$ cat src/rtl/ras_bram_ctrl.sv
// Return-address stack: TOS in a register, deeper entries spilled to a dual-port BRAM.
// Define RAS_OVERFLOW_WRAP_EN to let pushes at full overwrite the oldest spilled entry.
module ras_bram_ctrl #(
    parameter int DEPTH = 1024,
    parameter int WIDTH = 36,
    parameter int ADDR  = 10
) (
    input  logic             clk,
    input  logic             rst_n,
    input  logic             push_valid,
    output logic             push_ready,
    input  logic [WIDTH-1:0] push_data,
    input  logic             pop_valid,
    output logic             pop_ready,
    output logic [WIDTH-1:0] top,
    output logic             empty,
    output logic             full,
    output logic [ADDR:0]    count,
    output logic             overflow,
    output logic             mem_ena,
    output logic             mem_wea,
    output logic [ADDR-1:0]  mem_addra,
    output logic [WIDTH-1:0] mem_dia,
    output logic             mem_enb,
    output logic             mem_web,
    output logic [WIDTH-1:0] mem_dib,
    output logic [ADDR-1:0]  mem_addrb,
    input  logic [WIDTH-1:0] mem_dob
);

    typedef enum logic {
        IDLE,
        REFILL
    } state_e;

    localparam logic [ADDR:0]   CAP    = (ADDR+1)'(DEPTH + 1);
    localparam logic [ADDR:0]   ONE    = (ADDR+1)'(1);
    localparam logic [ADDR-1:0] SP_ONE = ADDR'(1);

    state_e           state_q, state_d;
    logic [ADDR:0]    count_q, count_d;
    logic [ADDR-1:0]  sp_q, sp_d;
    logic [WIDTH-1:0] tos_q, tos_d;
    logic             ovf_q, ovf_d;

    logic idle, push_acc, pop_acc;
    logic do_refill, do_both, do_push_first, do_push_spill;
    logic do_pop_last, do_pop_fill;

    assign idle  = (state_q == IDLE);
    assign empty = (count_q == '0);
    assign full  = (count_q == CAP);

`ifdef RAS_OVERFLOW_WRAP_EN
    assign push_ready = idle;
`else
    assign push_ready = idle && !full;
`endif
    assign pop_ready  = idle && !empty;

    assign push_acc = push_valid && push_ready;
    assign pop_acc  = pop_valid && pop_ready;

    // Mutually exclusive operation selects for the decoder below
    assign do_refill     = !idle;
    assign do_both       = push_acc && pop_acc;
    assign do_push_first = push_acc && !pop_acc && empty;
    assign do_push_spill = push_acc && !pop_acc && !empty;
    assign do_pop_last   = pop_acc && !push_acc && (count_q == ONE);
    assign do_pop_fill   = pop_acc && !push_acc && (count_q != ONE);

    always_comb begin
        state_d = state_q;
        count_d = count_q;
        sp_d    = sp_q;
        tos_d   = tos_q;
        ovf_d   = ovf_q;
        mem_ena = 1'b0;
        mem_enb = 1'b0;
        unique case (1'b1)
            do_refill: begin
                tos_d   = mem_dob;
                state_d = IDLE;
            end
            do_both: begin
                tos_d = push_data;
            end
            do_push_first: begin
                tos_d   = push_data;
                count_d = ONE;
            end
            do_push_spill: begin
                mem_ena = 1'b1;
                tos_d   = push_data;
                sp_d    = sp_q + SP_ONE;
`ifdef RAS_OVERFLOW_WRAP_EN
                if (full) begin
                    ovf_d = 1'b1;
                end else begin
                    count_d = count_q + ONE;
                end
`else
                count_d = count_q + ONE;
`endif
            end
            do_pop_last: begin
                count_d = '0;
            end
            do_pop_fill: begin
                mem_enb = 1'b1;
                sp_d    = sp_q - SP_ONE;
                count_d = count_q - ONE;
                state_d = REFILL;
            end
            default: begin
            end
        endcase
    end

    always_ff @(posedge clk or negedge rst_n) begin
        if (!rst_n) begin
            state_q <= IDLE;
            count_q <= '0;
            sp_q    <= '0;
            tos_q   <= '0;
            ovf_q   <= 1'b0;
        end else begin
            state_q <= state_d;
            count_q <= count_d;
            sp_q    <= sp_d;
            tos_q   <= tos_d;
            ovf_q   <= ovf_d;
        end
    end

    assign top       = tos_q;
    assign count     = count_q;
    assign overflow  = ovf_q;
    assign mem_wea   = mem_ena;
    assign mem_addra = sp_q;
    assign mem_dia   = tos_q;
    assign mem_addrb = sp_q - SP_ONE;
    assign mem_web   = 1'b0;
    assign mem_dib   = '0;

endmodule
$ cat config.mk
export PLATFORM = sky130hd
export DESIGN_NAME = ras_bram_ctrl
export DESIGN_NICKNAME = d
export VERILOG_FILES = /design/src/rtl/ras_bram_ctrl.sv
export SDC_FILE = /design/constraint.sdc
export NUM_CORES = 1
export LEC_CHECK = 0
export BUFFER_PORTS_ARGS = -buffer_cell sky130_fd_sc_hd__buf_4
export CORE_MARGIN = 8
export CORE_UTILIZATION = 48
export DETAILED_ROUTE_END_ITERATION = 16
export PLACE_DENSITY_LB_ADDON = 0.08
export SKIP_LAST_GASP = 1
export SYNTH_ARGS = -nofsm -noshare
export SYNTH_HDL_FRONTEND = slang
export SYNTH_SLANG_ARGS = --single-unit
$ cat constraint.sdc
create_clock -name clk -period 7.16 [get_ports clk]
set_input_delay 1.432 -clock clk [delete_from_list [all_inputs] [get_ports clk]]
set_output_delay 1.432 -clock clk [all_outputs]
set_load 0.005 [all_outputs]
==> flow_summary.toml <==
[outcome]
status = "finished clean"

[power_and_ir_drop]
power_frac_seq = 0.324
p_leak_nw = 2.55
intPower_mw = 1.23
combPwrFrac = 0.507
clock_power_share = 0.169
switching_share = 0.402
p_sw_uw = 826
power_density_nw_per_um2 = 410
ir_drop_mv = 0.288
power.total_mw = 2.06

[detailed_routing]
top_layer_used = "met4"
routedWlPerCell_um = 18.1
viasPerCell = 5.14
wirelength_mm = 12.1
dr.pass1.iters = 4
ant_nets = 0
drtIter0Drc = 138
drc = 0
met1Wirelength_mm = 4.86
wl_met3_um = 862
via_count = 3430
wl_met2_mm = 6.08

[floorplan]
io_pins = 224
dieArea_sq_um = 11100
fp.dieW_um = 105
fp-row-count = 32
initial_utilization = 0.497
fp.dieH_um = 105
coreArea_sq_um = 7730

[timing]
setup_viol = 0
hold_ws_ns = 0.506
fin_crit_ns = 4.38
fin_tns_setup_ns = 0
fin_worst_skew_ns = 0.00549
fmax_ghz = 0.228
grt_setup_unrepaired = "false"
worst_pin_slew_ns = 0.984
hold_viol_final = 0
relSlewSlack = 0.344
finalCritPeriodShare = 0.612
slew_viol_final = 0

[global_routing]
grt_usage = 0.206
antenna_found_initial = 0
grt_pass1_vias = 3444
grt_max_degree = 59
gr-total-overflow = 0
grt_pass1_wl_mm = 18.6

[synthesis]
synth-seq-area-share = 0.378
ys_async_sr_fraction = 1.00
avgSynthCellArea_sq_um = 8.94
synth-main-ff-cell = "dfrtp_1"
synth-xor-area-share = 0.0452
synth-edff-count = 0
yosysWarnings = 0
synthMuxAreaShare = 0.00521
synth_fa_ha_area_frac = 0.0195
synth_cell_types = 56
ys_ff_latch = 58
syn-cell-area_sq_um = 3840
synth_cells = 430
synth_top_family_by_area = "buffers and inverters"
synth_compound_area_frac = 0.176
synthSimpleGateAreaFrac = 0.174

[clock_network]
htree_num_levels = 3
path_clk_slew_ns = 0.07
cts_sinks = 58
ctsHoldBuffers = 0
clock_path_buffers = 2
postCtsSetupRepairBufs = 0
clockRootBuffer = "clkbuf_8"
clk_latency_ns = 0.33
cts_tree = "done"
cts_buffers = 9
cts_resized = 0

[worst_setup_path]
crit_path_cell_trace = "buf_4, nor3b_1, o31ai_4, or2_0, inv_2, buf_4"
worst-path-buf-inv = 3
cpPeakStageDelay_ns = 0.36
cp_slowest_cell = "or2_0"
critPathKind = "in -> out"
crit_family = "simple AND/OR/NAND/NOR gates"
end_kind = "primary output"
crit_path_start_kind = "input pin"
arrival_ns = 2.95
worst_path_most_repeated_cell = "buf_4"
required_ns = 5.73
cp_max_fo = 16

[finish]
diodes = 0
drive_gt1_frac = 0.386
final_cell_mix = "buf_4 (186), nand2_1 (81), dfrtp_1 (58), conb_1 (38), a22oi_1 (37)"
synthToLayoutAreaGrowth_pct = 30.5
final_nets = 642
fin_util = 0.649
final_common_cell = "buf_4"

[placed_design]
hpwl_mm = 9.33
gp_congestion = 0.893
portBuffers = 185

[min_path]
min_path_type = "reg -> reg"

[run]
maxCapViolations = 0
## stage by stage
| stage | setup WS [ns] | std cells | cell area [sq um] |
|---|---|---|---|
| final | 2.78 | 667 | 5020 |
| after global routing | 2.68 | 667 | 5020 |
| after CTS | 2.79 | 667 | 5020 |
| after detailed placement | 2.80 | 651 | 4790 |
| after global placement | 2.87 | 651 | 4790 |
| after floorplan | 3.15 | 467 | 3980 |
## cell usage after synthesis, drive strengths merged, types with 3 or more instances
| master | count | area share |
|---|---|---|
| buf | 91 | 0.17 |
| nand2 | 82 | 0.082 |
| dfrtp | 58 | 0.38 |
| a22oi | 40 | 0.082 |
| nor2 | 18 | 0.020 |
| clkbuf | 13 | 0.013 |
| inv | 13 | 0.013 |
| nor3 | 13 | 0.017 |
| xnor2 | 13 | 0.032 |
| nand3 | 7 | 0.0091 |
| a21oi | 6 | 0.0078 |
| a221oi | 6 | 0.017 |
| ha | 6 | 0.020 |
| xor2 | 6 | 0.014 |
| a31oi | 4 | 0.0065 |
| nor4 | 4 | 0.0065 |
| a211oi | 3 | 0.0059 |
| a32oi | 3 | 0.0068 |
| and3 | 3 | 0.0049 |
| nand2b | 3 | 0.0049 |
| nand4 | 3 | 0.0049 |
| o21ai | 3 | 0.0039 |
| o22ai | 3 | 0.0049 |
| or4 | 3 | 0.0068 |
## tightest hold or removal path: stages (launching register included)
cell	delay, ns
dfrtp_1	0.36
nand2_1	0.05
nand2_1	0.06
## power groups by stage
stage	Combinational [mW]	Sequential [mW]	Clock, mW
2_1_floorplan	0.669	0.608	0
3_3_place_gp	1.06	0.661	0
3_5_place_dp	1.05	0.671	0
4_1_cts	1.06	0.666	0.355
5_1_grt	1.14	0.692	0.368
6_report	1.04	0.666	0.348
## flip-flops by register name (all words and copies together), names as in the netlist
| register | cells |
|---|---|
| do_refill | 1 |
| mem_addra | 10 |
| mem_dia | 36 |
| count | 11 |
## metal layers
layer / vias to the layer above / track usage
met3: 23 / 0.0512
met5: - / 0
met2: 163 / 0.352
li1: 1632 / -
met4: 0 / 0.0887
met1: 1612 / 0.239
## logic make-up after synthesis
group,count (synthesis)
other,1
AOI/OAI and AO/OA,81
xor gates and xnor gates,19
adders and majority gates,6
buffers and inverters,117
and+or+nand+nor,146
DFF,58
muxes,2
## cell type report
type / count / area, sq um
Clock buffer: 12 / 155
Clock inverter: 4 / 73.8
Fill cell: 662 / 2710
Inverter: 13 / 51.3
Multi-Input combinational cell: 292 / 1760
Sequential cell: 58 / 1450
Tap cell: 102 / 128
Timing Repair Buffer: 186 / 1400
## worst paths after layout
kind / from / endpoint / slack (ns) / depth (start not counted)
worst min register to register: mem_dia[35] / mem_dia[35] / 0.51 / 2
min in group asynchronous: rst_n / mem_dia[19] / 1.15 / 1
worst max register to register: count[8] / mem_dia[13] / 4.08 / 5
max in group asynchronous: rst_n / mem_dia[14] / 5.53 / 1
worst max-delay path: pop_valid / mem_ena / 2.78 / 6
worst min-delay path: mem_dia[35] / mem_dia[35] / 0.51 / 2
Note: power is estimated with default switching activity, not from simulation.
